$ cat src/rtl/axi_m_line.sv
// axi_m_line: AXI4 master that turns one line request into an INCR burst (memory) or one FIXED beat (device).
// Defining AXI_M_LINE_RLAST_CHK_EN enables RLAST checking; an early RLAST then also ends the read.
module axi_m_line #(
    parameter int WIDTH_ID = 1,
    parameter int WIDTH_AD = 32,
    parameter int WIDTH_DA = 32,
    parameter int LINE_W   = 128,
    parameter int DEV_BIT  = 29
) (
    input  logic                  M_AXI_ACLK,
    input  logic                  M_AXI_ARESET,
    input  logic                  req_valid_i,
    output logic                  req_ready_o,
    input  logic                  req_rw_i,
    input  logic [WIDTH_AD-1:0]   req_addr_i,
    input  logic [LINE_W-1:0]     req_wdata_i,
    input  logic [WIDTH_DA/8-1:0] req_strb_i,
    output logic [LINE_W-1:0]     rsp_rdata_o,
    output logic                  rd_done_o,
    output logic                  wr_done_o,
    output logic                  rsp_err_o,
    output logic [WIDTH_ID-1:0]   M_AXI_AWID,
    output logic [WIDTH_AD-1:0]   M_AXI_AWADDR,
    output logic [7:0]            M_AXI_AWLEN,
    output logic [2:0]            M_AXI_AWSIZE,
    output logic [1:0]            M_AXI_AWBURST,
    output logic                  M_AXI_AWLOCK,
    output logic [3:0]            M_AXI_AWCACHE,
    output logic [2:0]            M_AXI_AWPROT,
    output logic [3:0]            M_AXI_AWQOS,
    output logic                  M_AXI_AWVALID,
    input  logic                  M_AXI_AWREADY,
    output logic [WIDTH_DA-1:0]   M_AXI_WDATA,
    output logic [WIDTH_DA/8-1:0] M_AXI_WSTRB,
    output logic                  M_AXI_WLAST,
    output logic                  M_AXI_WVALID,
    input  logic                  M_AXI_WREADY,
    input  logic [WIDTH_ID-1:0]   M_AXI_BID,
    input  logic [1:0]            M_AXI_BRESP,
    input  logic                  M_AXI_BVALID,
    output logic                  M_AXI_BREADY,
    output logic [WIDTH_ID-1:0]   M_AXI_ARID,
    output logic [WIDTH_AD-1:0]   M_AXI_ARADDR,
    output logic [7:0]            M_AXI_ARLEN,
    output logic [2:0]            M_AXI_ARSIZE,
    output logic [1:0]            M_AXI_ARBURST,
    output logic                  M_AXI_ARLOCK,
    output logic [3:0]            M_AXI_ARCACHE,
    output logic [2:0]            M_AXI_ARPROT,
    output logic [3:0]            M_AXI_ARQOS,
    output logic                  M_AXI_ARVALID,
    input  logic                  M_AXI_ARREADY,
    input  logic [WIDTH_ID-1:0]   M_AXI_RID,
    input  logic [WIDTH_DA-1:0]   M_AXI_RDATA,
    input  logic [1:0]            M_AXI_RRESP,
    input  logic                  M_AXI_RLAST,
    input  logic                  M_AXI_RVALID,
    output logic                  M_AXI_RREADY
);

    localparam int         NBEAT   = LINE_W / WIDTH_DA;
    localparam int         CW      = (NBEAT > 1) ? $clog2(NBEAT) : 1;
    localparam logic [7:0] MEM_LEN = 8'(NBEAT - 1);
    localparam logic [2:0] SIZE    = 3'($clog2(WIDTH_DA / 8));

    typedef enum logic [2:0] {S_IDLE, S_AR, S_R, S_AW, S_W, S_B} state_t;

    state_t                state, state_next;
    logic [WIDTH_AD-1:0]   addr_q;
    logic [LINE_W-1:0]     line_q;
    logic [LINE_W-1:0]     line_merge;
    logic [WIDTH_DA/8-1:0] strb_q;
    logic                  dev_q;
    logic                  err_q;
    logic [CW-1:0]         cnt;
    logic [7:0]            len;
    logic                  beat_last;
    logic                  r_err;
    logic                  r_end;
    logic                  unused_ok;

    assign len       = dev_q ? 8'd0 : MEM_LEN;
    assign beat_last = (8'(cnt) == len);

`ifdef AXI_M_LINE_RLAST_CHK_EN
    assign r_err     = M_AXI_RRESP[1] | (M_AXI_RLAST != beat_last);
    assign r_end     = beat_last | M_AXI_RLAST;
    assign unused_ok = ^{M_AXI_BID, M_AXI_RID, M_AXI_BRESP[0], M_AXI_RRESP[0]};
`else
    assign r_err     = M_AXI_RRESP[1];
    assign r_end     = beat_last;
    assign unused_ok = ^{M_AXI_BID, M_AXI_RID, M_AXI_BRESP[0], M_AXI_RRESP[0], M_AXI_RLAST};
`endif

    assign req_ready_o   = (state == S_IDLE);

    assign M_AXI_AWID    = '0;
    assign M_AXI_AWADDR  = addr_q;
    assign M_AXI_AWLEN   = len;
    assign M_AXI_AWSIZE  = SIZE;
    assign M_AXI_AWBURST = dev_q ? 2'b00 : 2'b01;
    assign M_AXI_AWLOCK  = 1'b0;
    assign M_AXI_AWCACHE = dev_q ? 4'b0000 : 4'b0011;
    assign M_AXI_AWPROT  = 3'b000;
    assign M_AXI_AWQOS   = 4'b0000;
    assign M_AXI_WDATA   = line_q[cnt*WIDTH_DA +: WIDTH_DA];
    assign M_AXI_WSTRB   = dev_q ? strb_q : '1;
    assign M_AXI_WLAST   = beat_last;
    assign M_AXI_ARID    = '0;
    assign M_AXI_ARADDR  = addr_q;
    assign M_AXI_ARLEN   = len;
    assign M_AXI_ARSIZE  = SIZE;
    assign M_AXI_ARBURST = dev_q ? 2'b00 : 2'b01;
    assign M_AXI_ARLOCK  = 1'b0;
    assign M_AXI_ARCACHE = dev_q ? 4'b0000 : 4'b0011;
    assign M_AXI_ARPROT  = 3'b000;
    assign M_AXI_ARQOS   = 4'b0000;

    // Reads assemble into the capture register so rsp_rdata_o only changes when a read completes.
    always_comb begin
        line_merge = line_q;
        if (dev_q) begin
            line_merge                 = '0;
            line_merge[WIDTH_DA-1:0]   = M_AXI_RDATA;
        end else begin
            line_merge[cnt*WIDTH_DA +: WIDTH_DA] = M_AXI_RDATA;
        end
    end

    always_ff @(posedge M_AXI_ACLK or posedge M_AXI_ARESET) begin
        if (M_AXI_ARESET) state <= S_IDLE;
        else              state <= state_next;
    end

    always_comb begin
        state_next    = state;
        M_AXI_ARVALID = 1'b0;
        M_AXI_AWVALID = 1'b0;
        M_AXI_WVALID  = 1'b0;
        M_AXI_RREADY  = 1'b0;
        M_AXI_BREADY  = 1'b0;
        case (state)
            S_IDLE: if (req_valid_i) state_next = req_rw_i ? S_AR : S_AW;
            S_AR: begin
                M_AXI_ARVALID = 1'b1;
                if (M_AXI_ARREADY) state_next = S_R;
            end
            S_R: begin
                M_AXI_RREADY = 1'b1;
                if (M_AXI_RVALID && r_end) state_next = S_IDLE;
            end
            S_AW: begin
                M_AXI_AWVALID = 1'b1;
                if (M_AXI_AWREADY) state_next = S_W;
            end
            S_W: begin
                M_AXI_WVALID = 1'b1;
                if (M_AXI_WREADY && beat_last) state_next = S_B;
            end
            S_B: begin
                M_AXI_BREADY = 1'b1;
                if (M_AXI_BVALID) state_next = S_IDLE;
            end
            default: state_next = S_IDLE;
        endcase
    end

    always_ff @(posedge M_AXI_ACLK or posedge M_AXI_ARESET) begin
        if (M_AXI_ARESET) begin
            addr_q      <= '0;
            line_q      <= '0;
            strb_q      <= '0;
            dev_q       <= 1'b0;
            err_q       <= 1'b0;
            cnt         <= '0;
            rsp_rdata_o <= '0;
            rd_done_o   <= 1'b0;
            wr_done_o   <= 1'b0;
            rsp_err_o   <= 1'b0;
        end else begin
            rd_done_o <= 1'b0;
            wr_done_o <= 1'b0;
            case (state)
                S_IDLE: if (req_valid_i) begin
                    addr_q    <= req_addr_i;
                    line_q    <= req_rw_i ? '0 : req_wdata_i;
                    strb_q    <= req_strb_i;
                    dev_q     <= req_addr_i[DEV_BIT];
                    err_q     <= 1'b0;
                    rsp_err_o <= 1'b0;
                    cnt       <= '0;
                end
                S_R: if (M_AXI_RVALID) begin
                    if (r_end) begin
                        rsp_rdata_o <= line_merge;
                        rd_done_o   <= 1'b1;
                        rsp_err_o   <= err_q | r_err;
                        cnt         <= '0;
                    end else begin
                        line_q <= line_merge;
                        err_q  <= err_q | r_err;
                        cnt    <= cnt + CW'(1);
                    end
                end
                S_W: if (M_AXI_WREADY) cnt <= beat_last ? '0 : cnt + CW'(1);
                S_B: if (M_AXI_BVALID) begin
                    wr_done_o <= 1'b1;
                    rsp_err_o <= err_q | M_AXI_BRESP[1];
                end
                default: ;
            endcase
        end
    end

endmodule

$ cat config.mk
export PLATFORM = sky130hd
export DESIGN_NAME = axi_m_line
export DESIGN_NICKNAME = d
export VERILOG_FILES = /design/src/rtl/axi_m_line.sv
export SDC_FILE = /design/constraint.sdc
export NUM_CORES = 1
export LEC_CHECK = 0
export CAP_MARGIN = 25
export CORE_AREA = 2 2 197 199
export CTS_CLUSTER_DIAMETER = 60
export DETAILED_ROUTE_END_ITERATION = 10
export DIE_AREA = 0 0 199 201
export PLACE_DENSITY = 0.73
export SKIP_LAST_GASP = 1
export SYNTH_ARGS = -nofsm -noshare
export SYNTH_HDL_FRONTEND = slang
export SYNTH_SLANG_ARGS = --single-unit
export TNS_END_PERCENT = 50
$ cat constraint.sdc
create_clock -name M_AXI_ACLK -period 12.95 [get_ports M_AXI_ACLK]
set_input_delay 3.2375 -clock M_AXI_ACLK [delete_from_list [all_inputs] [get_ports M_AXI_ACLK]]
set_output_delay 3.2375 -clock M_AXI_ACLK [all_outputs]
set_load 0.01 [all_outputs]
=== Word level (Yosys, flattened, before mapping) ===
Cells that the tools add are included.

* Register bits: 302
* Output and inout bits: 290
* Bits of input ports: 212
* Logic and storage cells: 88

* Add/sub/neg operators: 2
* Shift operators: 3
* Muxes and demuxes: 42
* Reduce and logical (&&, ||, !) cells: 12
* Equal/unequal tests: 16
* Bitwise gates (word level): 2

{| class="wikitable"
|+ Operators by type and width
! cell !! count
|-
| $mux 128 || 5
|-
| $pmux 128 s2 || 1
|-
| $bwmux 128 || 1
|-
| $shift 32x34->128 const A || 1
|-
| $shiftx 128x8->32 || 1
|-
| $shiftx 32x34->128 || 1
|-
| $neg 7->34 || 1
|-
| $ne 2x2->1 const B || 10
|-
| $mux 3 || 6
|-
| $pmux 3 s6 || 1
|-
| $mux 1 || 17
|-
| $mux 2 || 7
|-
| $reduce_and 4->1 || 2
|-
| $eq 3x2->1 const B || 2
|-
| $eq 3x3->1 const B || 2
|-
| $pmux 2 s3 || 1
|-
| $reduce_and 6->1 || 1
|-
| $reduce_bool 3->1 || 2
|-
| $reduce_and 5->1 || 1
|-
| $mux 4 || 1
|-
| $eq 3x1->1 const B || 1
|-
| $logic_not 3->1 || 1
|-
| $pmux 1 s3 || 1
|-
| $reduce_and 3->1 || 1
|-
| other kinds (7) || 9
|}

=== Longest topological paths before layout ===
* Depth after elaboration: 7
* Mapped depth: 10
* Depth with buffers taken out: 6

=== Worst setup path after synthesis ===
OpenSTA, ideal clock, no wires.

* Path kind: register -> output
* From: reg cnt[0]
* To: out M_AXI_WDATA[12]
* Slack: 8139 ps
* Arrival: 1574 ps
* Path buffers: 2
* Data required time: 9712 ps
* Stages on the path, launching flop included: 4
* Cells stage by stage: dfrtp_1 buf_4 buf_1 mux4_2

* Cells in the longest elaborated chain, start to end: 1

{| class="wikitable"
|+ RTL lines
! item !! line !! RTL
|-
| from (decl) || 75 || <nowiki>logic [CW-1:0] cnt;</nowiki>
|-
| from (signal assigned) || 202 || <nowiki>cnt <= cnt + CW'(1);</nowiki>
|-
| from (signal assigned) || 205 || <nowiki>S_W: if (M_AXI_WREADY) cnt <= beat_last ? '0 : cnt + CW'(1);</nowiki>
|-
| $shiftx 128x8->32 || 106 || <nowiki>assign M_AXI_WDATA = line_q[cnt*WIDTH_DA +: WIDTH_DA];</nowiki>
|-
| to (decl) || 33 || <nowiki>output logic [WIDTH_DA-1:0] M_AXI_WDATA,</nowiki>
|}

No other way between the ends.

=== Worst setup path in the final report ===
* From: reg cnt[1]
* To: out M_AXI_WDATA[30]

Same word-level chain as after synthesis.

==> results.yml <==
cells_and_area:
  nets: 2049
  final_common_cell: "clkdlybuf4s50_1"
  areaGrowthSynthToFinish_pct: 37.4
  drive_above_1_share: 0.111
  layout_common_cells: "453 x clkdlybuf4s50_1, 299 x dfrtp_1, 166 x nand2_1"
  nFillCells: 3281
clocking:
  cts_setup_buffers: 0
  cts_tree: "done"
  clkTransAtPathRegs_ps: 60
  cts_max_level: 2
  clk_latency_ps: 550
  clk_path_buf_depth: 3
  clock_sink_count: 301
  cts-root-buf: "clkbuf_16"
  cts_hold_buf: 0
  numCtsBuffers: 37
  cts_resized: 0
pwr:
  comb_power_share: 0.517
  p_seq_frac: 0.300
  swShare: 0.407
  pwr-share-clk: 0.183
  p_int_mw: 3.43
  leakagePower_nw: 8.75
  p_per_area_nw_per_um2: 270
  power_switching_mw: 2.35
  ir_worst_vdd_mv: 0.275
yosys:
  synth_cell_types: 54
  synth_edf_count: 0
  synth_flop_cell: "dfrtp_1"
  ys_warn_count: 0
  synthTopCellsByArea: "dfrtp_1 48%, a22oi_1 5.3%, mux4_2 4.6%"
  async_flop_share: 1.00
  synth-seq-cells: 301
  syn_inst: 1483
  yosysTopAreaCell: "dfrtp_1"
  synth_top_area_frac: 0.483
  synth-seq-area-share: 0.483
  syn_area_um2: 15600
  synth_area_per_cell_um2: 10.5
die:
  ios: 502
  die-height_um: 201
  initial_core_util: 0.409
  dieArea_um2: 40000
  fp.coreArea_um2: 38100
  die_width_um: 199
  rows: 72
timing:
  hold_violations: 0
  slew_viol_final: 0
  post-route-period-util: 0.477
  worst_pin_slew_ps: 1110
  clock.fmax_ghz: 0.162
  rsz0062_at_grt: "false"
  setup_viol: 0
  finClkSkew_ps: 14.6
  max_slew_margin: 0.259
  min_period_ps: 6170
  setup_tns_ps: 0
  setup_slack_ps: 6780
drt:
  drtPass1Iterations: 7
  avgViaCountPerCell: 5.87
  vias: 14000
  post-route-drc-count: 0
  wl_um: 58200
  drtIter0Drc: 1286
  final_antenna_net_count: 0
  post_drt_wl_per_cell_um: 24.5
worst_setup_path:
  cp_data_arrival_time_ps: 2930
  crit_fanout: 21
  startpoint: "cnt[1]"
  setup.worst_path.class: "reg -> out"
  worstSetupEndpointType: "output pin"
  rr_startpoint: "cnt[0]"
  critPathLaunchType: "flip-flop"
  required_ps: 9710
global_routing:
  grt_usage: 0.287
  grt_pass1_vias: 14400
  grt_pass1_wl_um: 86500
  grt_overflow: 0
  antenna_found_initial: 2
  grt_max_degree: 94
place:
  io_buffers: 454
  place_congestion: 0.838
  dp_slack_ps: 6560
  place_hpwl_um: 38300
outcome:
  status: "finished clean"
worst_hold_path:
  hold_path_class: "reg -> reg"
  hold_start: "rsp_rdata_o[94]"
flow_run:
  drv_cap: 0
==> worst max-delay path, cell delays in order, from the launching register on <==
cell,delay [ps]
dfrtp_2,810
buf_4,480
mux4_2,590
clkdlybuf4s50_1,500
==> cells by family after synthesis <==
logic type / count (synthesis) / synth area share
compound gates: 540 / 0.252
fa+ha+maj: 5 / 0.00401
buf+inv: 289 / 0.100
flops: 301 / 0.483
mux: 72 / 0.0747
other cells: 2 / 0.000482
simple gates: 274 / 0.0853
==> power by group through the flow <==
stage / registers, mW / logic [mW] / clock network [mW]
floorplan: 1.68 / 1.64 / 0
global placement: 1.72 / 2.79 / 0
detailed placement: 1.74 / 2.91 / 0
CTS: 1.73 / 2.92 / 1.07
global route: 1.79 / 3.16 / 1.10
finish: 1.74 / 2.99 / 1.06
==> path summary, 6_finish.rpt <==
kind,endpoint,cells after the start,slack (ps)
max reg2reg,line_q[50],6,9270
min in group asynchronous,rsp_rdata_o[63],2,3200
max,M_AXI_WDATA[30],3,6780
min,rsp_rdata_o[94],2,480
max in group asynchronous,line_q[47],3,8310
min reg2reg,rsp_rdata_o[94],2,480
==> layout make-up <==
cell class | count | area [µm²] | area share
clock inverters | 10 | 120 | 0.00561
flip-flops and latches | 301 | 7540 | 0.352
well taps | 518 | 648 | 0.0303
multi-input cells | 933 | 6740 | 0.315
clock buffers | 55 | 1120 | 0.0521
diodes | 2 | 5.00 | 0.000234
repair buffers | 484 | 4960 | 0.231
inverters | 75 | 292 | 0.0136
==> sequential cells by signal, summed over array words and instances (netlist names) <==
| register | count |
|---|---|
| M_AXI_ARADDR | 32 |
| err_q | 1 |
| rsp_rdata_o | 128 |
| state | 3 |
| cnt | 2 |
| line_q | 128 |
| strb_q | 4 |
| rsp_err_o | 1 |
| wr_done_o | 1 |
| rd_done_o | 1 |
==> synthesized netlist by cell type (all sizes together) (2+ instances only) <==
| cell type | count |
|---|---|
| nor4 | 2 |
| and3b | 2 |
| nand3 | 7 |
| a22o | 54 |
| o21ai | 135 |
| nor2b | 64 |
| nor3 | 5 |
| o22a | 2 |
| a31oi | 2 |
| nand2 | 167 |
| nor2 | 12 |
| ha | 5 |
| o2bb2ai | 74 |
| o32a | 10 |
| a22oi | 130 |
| o32ai | 54 |
| nand2b | 8 |
| mux2i | 5 |
| o211ai | 2 |
| mux2 | 35 |
| a21oi | 67 |
| a31o | 2 |
| clkbuf | 58 |
| or3b | 2 |
| dfrtp | 301 |
| conb | 2 |
| buf | 156 |
| mux4 | 32 |
| inv | 75 |
==> metal layers <==
metal,up-vias,share of wire,global-route usage
li1,6016,-,-
met1,6897,0.37,0.351
met2,906,0.49,0.478
met3,144,0.095,0.0647
met4,0,0.040,0.139
met5,-,0,0
==> stage by stage <==
step	std cells	area, µm²	power, mW	utilization	hold WS, ps
6_report	2378	21400	5.78	0.562	482
5_1_grt	2378	21400	6.05	0.562	507
4_1_cts	2372	21300	5.73	0.559	486
3_5_place_dp	2307	20100	4.65	0.527	474
3_3_place_gp	2300	19900	4.51	0.522	463
2_1_floorplan	1523	15700	3.32	-	460
Power figures use the tool's default switching activity.
==> patch: new RTL, same flow settings <==
Set the parameter `DEV_BIT` to 14 (it was 29).
--- a/src/rtl/axi_m_line.sv
+++ b/src/rtl/axi_m_line.sv
@@ -6,5 +6,5 @@
     parameter int WIDTH_DA = 32,
     parameter int LINE_W   = 128,
-    parameter int DEV_BIT  = 29
+    parameter int DEV_BIT  = 14
 ) (
     input  logic                  M_AXI_ACLK,
Behaviour: not the same (a bounded check fails within 4 cycles, from zero or initial values and one cycle with M_AXI_ARESET high).
==> patch against the unedited design <==
Sequential cell count unchanged; area after synthesis down 0.82%; power down 0.59%; non-clock buffer count unchanged; highest routed layer unchanged; count of clock-buffer cells in the layout down 6; design area about the same; synthesized cell count unchanged; setup slack worse by 180 ps; routed wire length down 1.3%; combinational power down 2%.
==> patch: results (changes against the unedited design) <==
[run_status] run status complete, no violations
[drt] first-pass iteration count of the detailed router 6 [-1]
[layout] number of clock buffer instances in the layout 49 [-11%]
[synthesis] Distinct cells, synth 52 [-3.7%]
[setup_path] Critical Path Max Stage Delay 850 ps [+40 ps]
[place] cell count after placement 2,306 [-0.043%]
[power_and_ir_drop] Logic power comb 2940 uW [-2%]
[drt] Met2 Routed Length 28,190 um [-2.0%]
[synthesis] mean post-synth cell area 10.43 sq um [-0.82%]
[global_routing] wire length of the first global-routing pass 86,670 um [+0.14%]
[synthesis] register area share after synthesis 48.72% [+0.40 points]
[min_path] HP Start rsp_rdata_o[1]
[setup_path] slack of the worst reg-to-reg path 8850 ps [-420 ps]
[power_and_ir_drop] highest ir drop seen on vdd 0.2020 mV [-27%]
[setup_path] CP arrival 3110 ps [+180 ps]
[global_routing] global router's overall resource usage 28.45% [-0.25 points]
[power_and_ir_drop] static power due to leakage 0.008801 uW [+0.60%]
[sta] worst slew margin relative to its limit 26.66% [+0.75 points]
[drt] DRT met1 WL 21,820 um [+1.1%]
[layout] post-synthesis to final-layout area growth 38.47%
[drt] via count 13.90k [-0.47%]
[clock_network] insertion delay to the later sink of the worst-skew pair 530 ps [-20 ps]
[sta] Final Skew 20.31 ps [+5.695 ps]
[drt] Iteration-0 DRC Markers 1,290 [+0.31%]
[power_and_ir_drop] power share of the combinational group 51.1% [-0.6 points]
[layout] number of filler cells placed in the layout 3,308 [+0.82%]
[layout] utilization of the core after routing 56.18% [about the same]
patch: cell types whose count changed in the layout (fill, tap and decap cells not counted), moves of 4 or more:
cell	before	now
sky130_fd_sc_hd__a22oi_2	19	0
sky130_fd_sc_hd__a22oi_1	111	130
sky130_fd_sc_hd__o32ai_1	54	50
sky130_fd_sc_hd__o2bb2ai_1	73	78
sky130_fd_sc_hd__o21ai_1	97	16
sky130_fd_sc_hd__clkinv_2	2	6
sky130_fd_sc_hd__o32a_1	10	14
sky130_fd_sc_hd__o21ai_0	38	119
sky130_fd_sc_hd__a22o_1	54	50
patch: worst reg2reg max path, stage by stage (launching register included):
cell	delay [ps]
sky130_fd_sc_hd__dfrtp_2	850
sky130_fd_sc_hd__buf_4	560
sky130_fd_sc_hd__ha_2	1040
sky130_fd_sc_hd__nand2_1	330
sky130_fd_sc_hd__nor4_4	480
sky130_fd_sc_hd__buf_4	410
sky130_fd_sc_hd__a22oi_1	130
sky130_fd_sc_hd__o2bb2ai_1	200
patch: kinds of logic (layout without fill, tap and decap cells):
kind of cell / count (synthesis) / count (layout) / share of synthesized area [%]
AOI/OAI and AO/OA: 540 / 540 / 24.81
other: 2 / 44 / 0.04857
and+or+nand+nor: 274 / 274 / 8.586
buffers and inverters: 289 / 626 / 9.897
muxes: 72 / 72 / 7.534
adders and majority gates: 5 / 5 / 0.4046
DFF: 301 / 301 / 48.72
patch: metrics by stage:
step / hold slack, ps / setup WS [ps]
6_report: 477.8 / 6598
5_1_grt: 501.3 / 6399
4_1_cts: 482.9 / 6530
3_5_place_dp: 469.7 / 6843
3_3_place_gp: 461.3 / 6851
2_1_floorplan: 459.7 / 1395
